$ cat config.mk
export PLATFORM = sky130hd
export DESIGN_NAME = mmio_io_ctrl
export DESIGN_NICKNAME = d
export VERILOG_FILES = /design/src/rtl/mmio_io_pkg.sv /design/src/rtl/key_debounce.sv /design/src/rtl/mmio_io_ctrl.sv
export SDC_FILE = /design/constraint.sdc
export NUM_CORES = 1
export LEC_CHECK = 0
export CELL_PAD_IN_SITES_DETAIL_PLACEMENT = 1
export CELL_PAD_IN_SITES_GLOBAL_PLACEMENT = 1
export CORE_MARGIN = 2
export CORE_UTILIZATION = 45
export CTS_CLUSTER_DIAMETER = 60
export DETAILED_ROUTE_END_ITERATION = 12
export DONT_BUFFER_PORTS = 1
export PLACE_DENSITY_LB_ADDON = 0.25
export SETUP_SLACK_MARGIN = 0.5
export SYNTH_ARGS = -nofsm -noshare
export SYNTH_HDL_FRONTEND = slang
export SYNTH_HIERARCHICAL = 1
export SYNTH_SLANG_ARGS = --single-unit
$ cat constraint.sdc
create_clock -name Clock -period 2.1 [get_ports Clock]
set_clock_uncertainty 0.15 [all_clocks]
set_input_delay 0.525 -clock Clock [delete_from_list [all_inputs] [get_ports Clock]]
set_output_delay 0.525 -clock Clock [all_outputs]
set_load 0.02 [all_outputs]
$ cat src/rtl/mmio_io_pkg.sv
`default_nettype none
// +----------------------------------------------------------------------------+
// | mmio_io_pkg: register offsets and seven-segment glyph decode                |
// | Revision: 1.0                                                               |
// +----------------------------------------------------------------------------+
package mmio_io_pkg;

   localparam int SEG_W         = 7;

   localparam int OFF_LED       = 0;
   localparam int OFF_SW        = 1;
   localparam int OFF_KEY_LEVEL = 2;
   localparam int OFF_KEY_EDGE  = 3;
   localparam int OFF_IRQ_EN    = 4;
   localparam int OFF_HEX_MODE  = 5;
   localparam int OFF_HEX_DATA  = 6;

   // Active-high segments, bit0 = a ... bit6 = g; b and d are lowercase glyphs.
   function automatic logic [SEG_W-1:0] hex_to_seg(input logic [3:0] nib);
      logic [SEG_W-1:0] seg;
      case (nib)
         4'h0:    seg = 7'h3F;
         4'h1:    seg = 7'h06;
         4'h2:    seg = 7'h5B;
         4'h3:    seg = 7'h4F;
         4'h4:    seg = 7'h66;
         4'h5:    seg = 7'h6D;
         4'h6:    seg = 7'h7D;
         4'h7:    seg = 7'h07;
         4'h8:    seg = 7'h7F;
         4'h9:    seg = 7'h6F;
         4'hA:    seg = 7'h77;
         4'hB:    seg = 7'h7C;
         4'hC:    seg = 7'h39;
         4'hD:    seg = 7'h5E;
         4'hE:    seg = 7'h79;
         default: seg = 7'h71;
      endcase
      return seg;
   endfunction

endpackage
`default_nettype wire

$ cat src/rtl/key_debounce.sv
`default_nettype none
// +----------------------------------------------------------------------------+
// | key_debounce: two-flop synchroniser plus stability counter for one key      |
// | Revision: 1.0                                                               |
// +----------------------------------------------------------------------------+
module key_debounce
   import mmio_io_pkg::*;
#(
   parameter int DEBOUNCE_CYCLES = 500000
) (
   input  logic clk,
   input  logic rst_n,
   input  logic key_raw,
   output logic level
);

   localparam int CNT_W = (DEBOUNCE_CYCLES > 1) ? $clog2(DEBOUNCE_CYCLES) : 1;
   localparam logic [CNT_W-1:0] TERM = CNT_W'(DEBOUNCE_CYCLES - 1);

   logic             meta_q, meta_d;
   logic             sync_q, sync_d;
   logic             level_q, level_d;
   logic [CNT_W-1:0] cnt_q, cnt_d;

   // Any sample that matches the accepted level restarts the stability window.
   always_comb begin
      meta_d  = key_raw;
      sync_d  = meta_q;
      level_d = level_q;
      cnt_d   = cnt_q;
      if (sync_q == level_q) begin
         cnt_d = '0;
      end else if (cnt_q == TERM) begin
         level_d = sync_q;
         cnt_d   = '0;
      end else begin
         cnt_d = cnt_q + 1'b1;
      end
   end

   always_ff @(posedge clk or negedge rst_n) begin
      if (!rst_n) begin
         meta_q  <= 1'b0;
         sync_q  <= 1'b0;
         level_q <= 1'b0;
         cnt_q   <= '0;
      end else begin
         meta_q  <= meta_d;
         sync_q  <= sync_d;
         level_q <= level_d;
         cnt_q   <= cnt_d;
      end
   end

   assign level = level_q;

endmodule
`default_nettype wire

$ cat src/rtl/mmio_io_ctrl.sv
`default_nettype none
// +----------------------------------------------------------------------------+
// | mmio_io_ctrl: memory-mapped LED/switch/key/seven-segment controller         |
// | Revision: 1.0                                                               |
// +----------------------------------------------------------------------------+
module mmio_io_ctrl
   import mmio_io_pkg::*;
#(
   parameter int NUM_HEX         = 6,
   parameter int NUM_LED         = 10,
   parameter int NUM_SW          = 10,
   parameter int NUM_KEY         = 4,
   parameter int DEBOUNCE_CYCLES = 500000,
   parameter int ADDR_W          = 4
) (
   input  logic                     Clock,
   input  logic                     Resetn,
   input  logic                     ReadData,
   input  logic                     WriteData,
   input  logic [ADDR_W-1:0]        Addr,
   input  logic [15:0]              WrData,
   output logic [15:0]              RdData,
   output logic                     DataDone,
   output logic [NUM_HEX*SEG_W-1:0] HEX,
   output logic [NUM_LED-1:0]       LEDR,
   input  logic [NUM_SW-1:0]        SW,
   input  logic [NUM_KEY-1:0]       KEY,
   output logic                     Irq
);

   logic [31:0]        addr_ext;
   logic [15:0]        rd_val;
   logic [NUM_KEY-1:0] key_level;
   logic [NUM_KEY-1:0] key_rise;
   logic [NUM_KEY-1:0] w1c;

   logic [NUM_LED-1:0] led_q, led_d;
   logic [NUM_KEY-1:0] irq_en_q, irq_en_d;
   logic [NUM_HEX-1:0] hex_mode_q, hex_mode_d;
   logic [SEG_W-1:0]   hex_data_q [NUM_HEX];
   logic [SEG_W-1:0]   hex_data_d [NUM_HEX];
   logic [NUM_KEY-1:0] key_edge_q, key_edge_d;
   logic [NUM_KEY-1:0] key_prev_q, key_prev_d;
   logic [NUM_SW-1:0]  sw_meta_q, sw_meta_d;
   logic [NUM_SW-1:0]  sw_sync_q, sw_sync_d;
   logic [15:0]        rd_data_q, rd_data_d;
   logic               done_q, done_d;

   assign addr_ext = 32'(Addr);

   generate
      for (genvar k = 0; k < NUM_KEY; k++) begin : g_key
         key_debounce #(
            .DEBOUNCE_CYCLES(DEBOUNCE_CYCLES)
         ) u_key_debounce (
            .clk    (Clock),
            .rst_n  (Resetn),
            .key_raw(KEY[k]),
            .level  (key_level[k])
         );
      end
   endgenerate

   assign key_rise = key_level & ~key_prev_q;

   // Read mux works on current register state, so a combined read+write returns the pre-write value.
   always_comb begin
      rd_val = '0;
      case (addr_ext)
         OFF_LED:       rd_val[NUM_LED-1:0] = led_q;
         OFF_SW:        rd_val[NUM_SW-1:0]  = sw_sync_q;
         OFF_KEY_LEVEL: rd_val[NUM_KEY-1:0] = key_level;
         OFF_KEY_EDGE:  rd_val[NUM_KEY-1:0] = key_edge_q;
         OFF_IRQ_EN:    rd_val[NUM_KEY-1:0] = irq_en_q;
         OFF_HEX_MODE:  rd_val[NUM_HEX-1:0] = hex_mode_q;
         default: begin
            for (int i = 0; i < NUM_HEX; i++) begin
               if (addr_ext == 32'(OFF_HEX_DATA + i)) begin
                  rd_val[SEG_W-1:0] = hex_data_q[i];
               end
            end
         end
      endcase
   end

   always_comb begin
      led_d      = led_q;
      irq_en_d   = irq_en_q;
      hex_mode_d = hex_mode_q;
      hex_data_d = hex_data_q;
      w1c        = '0;
      key_prev_d = key_level;
      sw_meta_d  = SW;
      sw_sync_d  = sw_meta_q;
      rd_data_d  = ReadData ? rd_val : rd_data_q;
      done_d     = ReadData | WriteData;
      if (WriteData) begin
         case (addr_ext)
            OFF_LED:      led_d      = WrData[NUM_LED-1:0];
            OFF_KEY_EDGE: w1c        = WrData[NUM_KEY-1:0];
            OFF_IRQ_EN:   irq_en_d   = WrData[NUM_KEY-1:0];
            OFF_HEX_MODE: hex_mode_d = WrData[NUM_HEX-1:0];
            default: begin
               for (int i = 0; i < NUM_HEX; i++) begin
                  if (addr_ext == 32'(OFF_HEX_DATA + i)) begin
                     hex_data_d[i] = WrData[SEG_W-1:0];
                  end
               end
            end
         endcase
      end
      // A fresh edge beats a simultaneous clear of the same bit.
      key_edge_d = (key_edge_q & ~w1c) | key_rise;
   end

   always_ff @(posedge Clock or negedge Resetn) begin
      if (!Resetn) begin
         led_q      <= '0;
         irq_en_q   <= '0;
         hex_mode_q <= '0;
         for (int i = 0; i < NUM_HEX; i++) begin
            hex_data_q[i] <= '0;
         end
         key_edge_q <= '0;
         key_prev_q <= '0;
         sw_meta_q  <= '0;
         sw_sync_q  <= '0;
         rd_data_q  <= '0;
         done_q     <= 1'b0;
      end else begin
         led_q      <= led_d;
         irq_en_q   <= irq_en_d;
         hex_mode_q <= hex_mode_d;
         for (int i = 0; i < NUM_HEX; i++) begin
            hex_data_q[i] <= hex_data_d[i];
         end
         key_edge_q <= key_edge_d;
         key_prev_q <= key_prev_d;
         sw_meta_q  <= sw_meta_d;
         sw_sync_q  <= sw_sync_d;
         rd_data_q  <= rd_data_d;
         done_q     <= done_d;
      end
   end

   generate
      for (genvar i = 0; i < NUM_HEX; i++) begin : g_hex
         assign HEX[i*SEG_W +: SEG_W] = hex_mode_q[i] ? hex_to_seg(hex_data_q[i][3:0])
                                                      : hex_data_q[i];
      end
   endgenerate

   assign LEDR     = led_q;
   assign RdData   = rd_data_q;
   assign DataDone = done_q;
   assign Irq      = |(key_edge_q & irq_en_q);

endmodule
`default_nettype wire

==> impl_metrics.ini <==
[route]
first_pass_iters = 5
vias = 9418
wl_um = 41300
drt_iter0_drc = 644
antenna_left = 0
drc = 0
viasPerCell = 6.08
wl_per_cell_um = 26.7

[sta]
fmax_mhz = 392
period_share = 1.21
whs_ns = -0.369
drv_slew = 0
worst_slack_ns = -0.449
maxSlewHeadroom = 0.590
setup_violations = 44
fin_crit_ns = 2.55
worst_pin_slew_ns = 0.615
rsz0062_at_grt = true
hold_viol_final = 189

[synth]
synth.cell_area_mm2 = 0.0105
avgSynthCellArea_um2 = 9.99
synth_ff_type = dfrtp_1
async_flop_share = 1.00
ys_types = 67
syn_inst = 1054
synth_seq_area_share = 0.449
ys_warn_count = 6
synth_edf_count = 0
synth-seq-cells = 189

[placement]
place.gp.congestion = 0.845
place_area_mm2 = 0.0120
place_hpwl_um = 20100
portBuffers = 0

[floorplan]
rows = 55
fp.dieH_um = 157
core-area_mm2 = 0.0228
dieArea_mm2 = 0.0246
start_util = 0.462
io-pin-count = 108
die_w_um = 157

[cts]
cts_sinks = 189
numCtsBuffers = 17
clk_path_buf_depth = 2
root_buffer = clkbuf_16
clk_latency_ns = 0.44
path_clk_slew_ns = 0.07
hold_buffers = 14
cts_max_level = 4
cts_tree = built

[job]
drv_cap = 0

[grt]
grt_pass1_wl_um = 52600
use_met3 = 0.0496
grt.overflow.total = 0
grt_max_degree = 190
use_met2 = 0.502
busiest_layer = met2
grtUsageTotal = 0.277
grt_pass1_vias = 9354
antenna_found_initial = 1
gr-usage-met1 = 0.323

[worst_setup_path]
critPathLaunchType = flop
worstSetupPathType = reg2out
cp.required_ns = 1.42
crit_path_end_kind = output port
critPathMaxFanout = 6
critPathArrivalTime_ns = 1.87

[finish]
final_area_mm2 = 0.0154
area_growth_pct = 46.7
n_fill_cell = 2214
antenna_cells = 0
layout_commonest_cell = buf_4
most-common-layout-cells = buf_4, dfrtp_1, dfrtp_2
fin_util = 0.678
drive_gt1_frac = 0.539
finalNetCount = 1306

[status]
status = finished, violations left
violations = hold timing, setup timing

[power_and_ir_drop]
p_per_area_mw_per_mm2 = 851
leakagePower_uw = 0.00607
peakVddDrop_v = 0.000527

[hold_path]
hp-class = in2async
-- worst paths after layout --
check / start / endpoint / slack (ns) / depth (start not counted)
setup / recovery: hex_data_q[36] / HEX[3] / -0.45 / 7
hold / removal: Resetn / g_key[2].u_key_debounce/meta_q / -0.37 / 0
setup reg to reg: g_key[0].u_key_debounce/cnt_q[0] / g_key[0].u_key_debounce/cnt_q[16] / -0.02 / 5
hold reg to reg: g_key[1].u_key_debounce/meta_q / g_key[1].u_key_debounce/sync_q / 0.20 / 0
max in group asynchronous: Resetn / RdData[6] / 1.88 / 0
min in group Clock: ReadData / RdData[7] / 0.03 / 1
-- metal layers --
metal / up-vias / wire [um] / share of wire
met5: - / 0 / 0
met1: 4879 / 15100 / 0.37
met4: 0 / 1850 / 0.045
li1: 4057 / - / -
met3: 131 / 2220 / 0.054
met2: 351 / 22100 / 0.54
-- cells in the mapped netlist (4+ instances only) --
| cell | instances | area (um2) |
|---|---|---|
| nand4_1 | 17 | 106 |
| mux2_2 | 66 | 743 |
| nor4_1 | 21 | 131 |
| xor2_1 | 12 | 105 |
| and2_1 | 4 | 25.0 |
| nor3_1 | 22 | 110 |
| dfrtp_1 | 189 | 4730 |
| mux2i_1 | 24 | 240 |
| o22ai_1 | 4 | 25.0 |
| a21oi_1 | 38 | 190 |
| o41ai_4 | 4 | 110 |
| inv_1 | 58 | 218 |
| or3_1 | 14 | 87.6 |
| nor2_1 | 90 | 338 |
| a211oi_1 | 4 | 30.0 |
| nand2_1 | 74 | 278 |
| buf_4 | 11 | 82.6 |
| nor2b_1 | 17 | 106 |
| nand3_1 | 39 | 195 |
| or4_4 | 4 | 45.0 |
| clkbuf_1 | 29 | 109 |
| a32oi_1 | 8 | 70.1 |
| a31oi_1 | 21 | 131 |
| a22oi_1 | 4 | 30.0 |
| nand2b_1 | 14 | 87.6 |
| nand3b_1 | 6 | 45.0 |
| o21a_1 | 5 | 37.5 |
| xnor2_1 | 49 | 429 |
| buf_2 | 13 | 65.1 |
| ha_1 | 46 | 576 |
| o211ai_1 | 13 | 97.6 |
| a22o_1 | 4 | 35.0 |
| o21ai_0 | 75 | 375 |
-- power breakdown --
group	switching [uW]	internal, uW	total (uW)
Combinational	2540	2390	4930
Clock	1590	1790	3380
Sequential	816	4020	4840
-- sequential cells by signal, indices dropped and copies added, names as in the netlist --
register                     flops
hex_mode_q                       6
DataDone                         1
LEDR                            10
g_key.u_key_debounce/cnt_q      76
g_key.u_key_debounce/sync_q      4
g_key.u_key_debounce/level       4
sw_meta_q                       10
g_key.u_key_debounce/meta_q      4
RdData                          10
irq_en_q                         4
hex_data_q                      42
sw_sync_q                       10
key_prev_q                       4
key_edge_q                       4
-- cell families (layout without fill, tap and decap cells) --
logic type / Yosys count / after routing / share of synthesized area
muxes: 91 / 91 / 0.0955
xor gates and xnor gates: 61 / 61 / 0.0507
and+or+nand+nor: 353 / 353 / 0.179
adders and majority gates: 46 / 46 / 0.0546
other: 1 / 6 / 0.000356
AOI/OAI and AO/OA: 199 / 199 / 0.123
buffers and inverters: 114 / 290 / 0.0469
DFF: 189 / 189 / 0.449
-- critical path, cell delays in order, from the launching register on --
cell,delay [ns]
dfrtp_2,0.51
inv_6,0.08
ha_4,0.27
nand2_2,0.05
o21ai_1,0.08
a21oi_1,0.10
a31oi_2,0.17
buf_4,0.17
-- cell type report --
class	instances	area [um2]	area share
clock buffers	18	429	0.0278
clock inverters	14	159	0.0103
inverters	58	268	0.0173
multi-input cells	756	7560	0.489
flip-flops and latches	189	4820	0.312
well taps	313	392	0.0254
repair buffers	200	1820	0.118
-- stage by stage --
step                      hold WS (ns)  setup TNS (ns)  power, uW  setup slack [ns]  instances
after floorplan                 0.0794               0       7260             0.122       1059
after global placement          0.0894               0       7950            0.0302       1369
after detailed placement        0.0888         -0.0411       8090           -0.0411       1369
after CTS                       -0.377          -12.35      12300            -0.410       1501
after global routing            -0.388          -15.79      13600            -0.528       1548
final                           -0.369          -13.54      13100            -0.449       1548
-- what timing repair did --
action	4_1_cts	5_1_grt
hold endpoints to repair	203	189
pin swaps	81	57
endpoints found under the setup margin	138	131
cloned	1	2
buffers inserted	85	45
resized for setup	224	199
No activity file was read; power rests on OpenSTA's default activity.
